File: src/rtl/cpu_clock_ctrl.sv
`timescale 1ns/1ps
// cpu_clock_ctrl
//   Generates the CPU clock (oCLK) from CLOCK_50. There are two modes:
//     AUTO   : oCLK comes from a divider. The half-period is max(iFdiv,1) in
//              fast mode and SLOW_DIV in slow mode. KEY1 toggles fast/slow
//              and KEY2 enters MANUAL.
//     MANUAL : oCLK follows KEY3 (high while pressed). KEY1 and KEY2 toggle
//              the display page bits. KEY1+KEY2 together return to AUTO.
//   Keys are synchronized and then debounced. A press is a one-cycle event
//   on a released->pressed transition.
//
//   Build option: define CPU_CLOCK_CTRL_DEBOUNCE_EN to include the
//   DEB_CYCLES debounce. Without it, the debounced level is the
//   synchronized level.
//
// Ports
//   CLOCK_50       in   system clock (rising edge)
//   wRST           in   asynchronous reset, active-high
//   iKEY[2:0]      in   KEY3..KEY1, active-low, asynchronous
//   iFdiv[7:0]     in   fast-mode half-period in CLOCK_50 cycles (0 -> 1)
//   oCLK           out  CPU clock
//   oTick          out  one-cycle pulse when oCLK rises
//   oSelectManual  out  high in MANUAL
//   oSelectFast    out  fast/slow flag for AUTO
//   oDispSel[1:0]  out  display page select (00 in AUTO)
module cpu_clock_ctrl #(
    parameter int unsigned DEB_CYCLES = 500000,
    parameter int unsigned SLOW_DIV   = 25000000
) (
    input  logic       CLOCK_50,
    input  logic       wRST,
    input  logic [2:0] iKEY,
    input  logic [7:0] iFdiv,
    output logic       oCLK,
    output logic       oTick,
    output logic       oSelectManual,
    output logic       oSelectFast,
    output logic [1:0] oDispSel
);
    localparam int unsigned CNT_MAX = (SLOW_DIV > 255) ? SLOW_DIV : 255;
    localparam int unsigned CNT_W   = $clog2(CNT_MAX + 1);

    typedef enum logic {AUTO, MANUAL} state_t;

    logic [2:0]       sync1_q, sync2_q;
    logic [1:0]       sync_vld_q;
    logic [2:0]       deb_lvl;
    logic [2:0]       deb_prev_q;
    logic [2:0]       armed_q;
    logic [2:0]       press;

    state_t           state_q;
    logic             fast_q;
    logic             clk_q;
    logic             tick_q;
    logic             manual_q;
    logic [1:0]       disp_q;
    logic [CNT_W-1:0] cnt_q;
    logic [7:0]       fdiv_q;
    logic [CNT_W-1:0] half_m1;

    // Two-flop synchronizer. The flops hold "released" during reset.
    // sync_vld_q marks when sync2_q holds a real sampled key level.
    always_ff @(posedge CLOCK_50 or posedge wRST) begin
        if (wRST) begin
            sync1_q    <= '1;
            sync2_q    <= '1;
            sync_vld_q <= '0;
        end else begin
            sync1_q    <= iKEY;
            sync2_q    <= sync1_q;
            sync_vld_q <= {sync_vld_q[0], 1'b1};
        end
    end

`ifdef CPU_CLOCK_CTRL_DEBOUNCE_EN
    localparam int unsigned DEB_W = $clog2(DEB_CYCLES + 1);

    logic [2:0]       deb_lvl_q;
    logic [DEB_W-1:0] deb_cnt_q [3];

    // The counter counts consecutive cycles in which the synchronized level
    // differs from the debounced level. Any agreement resets the count.
    always_ff @(posedge CLOCK_50 or posedge wRST) begin
        if (wRST) begin
            deb_lvl_q <= '1;
            for (int unsigned i = 0; i < 3; i++) deb_cnt_q[i] <= '0;
        end else begin
            for (int unsigned i = 0; i < 3; i++) begin
                if (sync2_q[i] == deb_lvl_q[i]) begin
                    deb_cnt_q[i] <= '0;
                end else if (deb_cnt_q[i] == DEB_W'(DEB_CYCLES - 1)) begin
                    deb_lvl_q[i] <= sync2_q[i];
                    deb_cnt_q[i] <= '0;
                end else begin
                    deb_cnt_q[i] <= deb_cnt_q[i] + DEB_W'(1);
                end
            end
        end
    end

    assign deb_lvl = deb_lvl_q;
`else
    logic deb_cycles_unused;

    assign deb_cycles_unused = (DEB_CYCLES != 0);
    assign deb_lvl           = sync2_q;
`endif

    // A key is armed only after it has been seen released since reset.
    // A key held through reset therefore gives no event until it is pressed again.
    always_ff @(posedge CLOCK_50 or posedge wRST) begin
        if (wRST) begin
            deb_prev_q <= '1;
            armed_q    <= '0;
        end else begin
            deb_prev_q <= deb_lvl;
            armed_q    <= armed_q | (sync2_q & {3{sync_vld_q[1]}});
        end
    end

    assign press = deb_prev_q & ~deb_lvl & armed_q;

    always_comb begin
        half_m1 = CNT_W'(SLOW_DIV - 1);
        if (fast_q) begin
            half_m1 = (iFdiv == 8'd0) ? '0 : CNT_W'(iFdiv) - CNT_W'(1);
        end
    end

    always_ff @(posedge CLOCK_50 or posedge wRST) begin
        if (wRST) begin
            state_q  <= AUTO;
            fast_q   <= 1'b1;
            clk_q    <= 1'b0;
            tick_q   <= 1'b0;
            manual_q <= 1'b0;
            disp_q   <= '0;
            cnt_q    <= '0;
            fdiv_q   <= '0;
        end else begin
            fdiv_q <= iFdiv;
            tick_q <= 1'b0;
            case (state_q)
                AUTO: begin
                    if (press[1]) begin
                        state_q  <= MANUAL;
                        manual_q <= 1'b1;
                        clk_q    <= 1'b0;
                        cnt_q    <= '0;
                    end else if (press[0]) begin
                        fast_q <= ~fast_q;
                        cnt_q  <= '0;
                    end else if (iFdiv != fdiv_q) begin
                        cnt_q <= '0;
                    end else if (cnt_q >= half_m1) begin
                        clk_q  <= ~clk_q;
                        tick_q <= ~clk_q;
                        cnt_q  <= '0;
                    end else begin
                        cnt_q <= cnt_q + CNT_W'(1);
                    end
                end
                MANUAL: begin
                    cnt_q <= '0;
                    if (press[0] && press[1]) begin
                        state_q  <= AUTO;
                        manual_q <= 1'b0;
                        disp_q   <= '0;
                        clk_q    <= 1'b0;
                    end else begin
                        disp_q <= disp_q ^ press[1:0];
                        clk_q  <= ~deb_lvl[2];
                        tick_q <= ~deb_lvl[2] & ~clk_q;
                    end
                end
                default: state_q <= AUTO;
            endcase
        end
    end

    assign oCLK          = clk_q;
    assign oTick         = tick_q;
    assign oSelectManual = manual_q;
    assign oSelectFast   = fast_q;
    assign oDispSel      = disp_q;
endmodule

File: config.mk
export PLATFORM = sky130hd
export DESIGN_NAME = cpu_clock_ctrl
export DESIGN_NICKNAME = d
export VERILOG_FILES = /design/src/rtl/cpu_clock_ctrl.sv
export SDC_FILE = /design/constraint.sdc
export NUM_CORES = 1
export LEC_CHECK = 0
export CORE_UTILIZATION = 46
export DETAILED_ROUTE_END_ITERATION = 6
export PLACE_DENSITY = 0.69
export SLEW_MARGIN = 20
export SYNTH_ARGS = -nofsm -noshare
export SYNTH_HDL_FRONTEND = slang
export SYNTH_SLANG_ARGS = --single-unit
File: constraint.sdc
create_clock -name CLOCK_50 -period 2.64 [get_ports CLOCK_50]
set_input_delay 0.528 -clock CLOCK_50 [delete_from_list [all_inputs] [get_ports CLOCK_50]]
set_output_delay 0.528 -clock CLOCK_50 [all_outputs]
set_load 0.01 [all_outputs]
==> reports/metrics.yaml, run 1 <==
floorplanning:
  initial_core_util: 0.484
  io_pins: 19
  coreArea_um2: 5990
  die_area_um2: 6620
  die_h_um: 81.4
  die_x_um: 81.4
  floorplan.rows: 28
yosys:
  synth.largest_area_cell: "dfrtp_1"
  synth_cells: 287
  synth_cell_type_count: 41
  ys_seq_area_frac: 0.453
  ys_seq_elements: 52
  yosysWarnings: 0
  synth_edf_count: 0
  syn-cell-area_um2: 2900
  synth_area_leaders: "dfrtp_1, ha_1, dfstp_2"
  synth.top_cell.area_share: 0.371
  synthArstFlopShare: 1.00
  synth.most_common_cell: "dfrtp_1"
  synth.avg_cell_area_um2: 10.1
  synth_ff_type: "dfrtp_1"
  netlist_top_cells_count: "dfrtp_1, nor2_1, ha_1"
cells_and_area:
  syn2layout_area_growth_pct: 29.1
  fillers: 466
  finalNonFillerCells: 411
  drive_gt1_frac: 0.265
  seqCellArea_um2: 1310
  nets: 375
  n_antenna_cell: 0
  multi_input_area_um2: 1750
  stdcell_area_um2: 3740
sta:
  tns_ns: -6.00
  finalHoldViolCount: 0
  tightest_slew_ns: 0.578
  setup_viol: 26
  fmax_ghz: 0.345
  fin_ws_ns: -0.262
  period_needed_ns: 2.90
  fin_skew_ns: 0.0121
  slew_viol_final: 0
  rsz0062_at_grt: "true"
  fin_crit_sh: 1.10
  slew_headroom: 0.614
setup_path:
  r2r_setup_slack_ns: 0.11
  ff2ff_path_depth: 9
  arrival_ns: 3.15
  cp_max_fo: 6
  crit_start: "iFdiv[2]"
  r2r-end: "cnt_q[9]"
  worst_path_largest_cell_delay_ns: 0.31
  reg2reg_from: "oSelectFast"
  path_class: "input pin to register"
  crit_end: "cnt_q[9]"
  crit_family: "simple AND/OR/NAND/NOR gates"
  critPathRequiredTime_ns: 2.89
  startpoint_type: "input pin"
  cp_num_buf_inv: 4
  crit_slowest_cell: "o211ai_1"
  crit_top_cell: "nor2_4"
  cp_cell_sequence: "buf_8 -> nor2_4 -> buf_6 -> nand2_4 -> or2_4 -> nor4_4 -> buf_4 -> o21a_1 -> ha_1 -> nand2_1 -> nor2_1 -> a41o_1 -> o211ai_1 -> nand3_4 -> buf_16 -> nor2_4"
  crit_path_end_kind: "register"
  cp_num_cells: 16
placed_design:
  place.gp.congestion: 0.783
  dp_cells: 396
  placed_area_um2: 3340
  numPortBuffers: 18
  detailedPlace.worstSlack_ns: -0.996
  place_hpwl_um: 3880
outcome:
  status: "finished, violations left"
  violations: "negative setup slack"
pwr:
  peakVddDrop_v: 0.000382
  power_density_nw_per_um2: 482
  leakage_uw: 0.00157
grt:
  grt_first_pass_wirelength_um: 9590
  grt_use_total: 0.189
  antenna_found_initial: 0
  grt_pass1_vias: 2064
  grt_overflow: 0
  grt_max_degree: 28
clock_tree:
  root_buffer: "clkbuf_8"
  tritoncts: "yes"
  cts_buffers: 5
  insertion_delay_ns: 0.31
  clock_sinks: 52
  clk_pin_slew_worst_paths_ns: 0.10
  h-tree-depth: 2
  clockBufferDepth: 2
drt:
  viasPerCell: 5.27
  drt-initial-drc-count: 58
  vias: 2164
  routed_wl_um: 5570
  wl_per_cell_um: 13.6
  ant_nets: 0
  drc: 0
  drt_first_pass_iters: 4
run:
  timing.max_cap.violations: 0
worst_hold_path:
  hold_path_class: "register to register"
## flip-flops by register name, summed over array words and instances, names as in the netlist, 2 cells and up
name	cells
armed_q	2
cnt_q	25
deb_lvl	3
deb_prev_q	2
fdiv_q	8
oDispSel	2
sync1_q	3
sync_vld_q	2
## final cells by class
cell class	instances	area share
Inverter	7	0.0117
Tap cell	75	0.0251
Clock buffer	5	0.0184
Multi-Input combinational cell	228	0.468
Timing Repair Buffer	41	0.119
Clock inverter	3	0.00669
Sequential cell	52	0.351
## per-stage QoR
step                      total power (uW)  hold slack [ns]  utilization
final                                 1800            0.361        0.624
after global routing                  1920            0.367        0.624
after CTS                             1810            0.362        0.600
after detailed placement              1320            0.345        0.558
after global placement                1310            0.332        0.558
after floorplan                       1150            0.331            -
## power breakdown
part | total (uW) | switching (uW) | internal, uW
combinational | 419 | 205 | 214
sequential | 911 | 59.8 | 851
clock | 473 | 279 | 194
total | 1800 | 544 | 1260
## per-layer routing
metal	global-route usage	vias up	share of wire
li1	-	1088	-
met1	0.263	1031	0.50
met2	0.295	36	0.46
met3	0.0382	9	0.028
met4	0.0536	0	0.012
met5	0	-	0
## worst reg2reg max path: cells and delay by family, from the launching register on
family                   cells  cell delay, ns
AO/OA/AOI/OAI                5            0.89
flip-flops                   1            0.72
adder cells (fa/ha/maj)      1            0.32
AND/OR/NAND/NOR              2            0.32
buffers and inverters        1            0.22
## worst min-delay path by stage
stage / start / end / slack, ns / cells past startpoint
6_report: sync1_q[1] / deb_lvl[1] / 0.36 / 0
5_1_grt: sync1_q[1] / deb_lvl[1] / 0.37 / 0
4_1_cts: sync1_q[1] / deb_lvl[1] / 0.36 / 0
3_5_place_dp: sync_vld_q[0] / sync_vld_q[1] / 0.34 / 0
3_3_place_gp: sync_vld_q[0] / sync_vld_q[1] / 0.33 / 0
2_1_floorplan: sync_vld_q[0] / sync_vld_q[1] / 0.33 / 0
## kinds of logic after synthesis
logic type / synth area share
AND/OR/NAND/NOR: 0.220
AO/OA/AOI/OAI: 0.0812
XOR/XNOR: 0.103
other: 0.00129
flip-flops: 0.453
buffers and inverters: 0.0251
adder cells (fa/ha/maj): 0.117
## placed cells by master, fill, tap and decap left out, types with 3 or more instances in the layout
| cell type | instances |
|---|---|
| dfrtp_1 | 43 |
| ha_1 | 26 |
| nand2_1 | 24 |
| xnor2_1 | 22 |
| nor2_4 | 19 |
| buf_4 | 17 |
| nor2_1 | 15 |
| a21oi_1 | 12 |
| nand4_1 | 12 |
| xor2_1 | 12 |
| clkdlybuf4s50_1 | 11 |
| nand3_1 | 10 |
| dfstp_2 | 9 |
| and3_1 | 7 |
| nor3_1 | 7 |
| conb_1 | 7 |
| a21o_1 | 6 |
| nor2_2 | 5 |
| clkbuf_8 | 5 |
| inv_1 | 4 |
| o21a_1 | 4 |
| buf_6 | 4 |
| inv_6 | 3 |
| o31ai_1 | 3 |
| nor2b_1 | 3 |
| nor3_2 | 3 |
| o21ai_1 | 3 |
| o21ai_0 | 3 |
## timing repair
item,4_1_cts,5_1_grt
hold buffers,0,0
hold endpoints to repair,0,0
gates cloned,2,1
buffers inserted,4,2
gates resized for setup,54,26
setup endpoints to repair,27,27
pin swaps,16,6
(Power assumes the default switching activity.)
==> run 2: changes to the inputs <==
--- a/config.mk
+++ b/config.mk
@@ -12,3 +12,4 @@
 export SYNTH_ARGS = -nofsm -noshare
 export SYNTH_HDL_FRONTEND = slang
 export SYNTH_SLANG_ARGS = --single-unit
+export TNS_END_PERCENT = 100
==> results of run 2 <==
Final layout, timing and power as in run 1 (identical DEF).
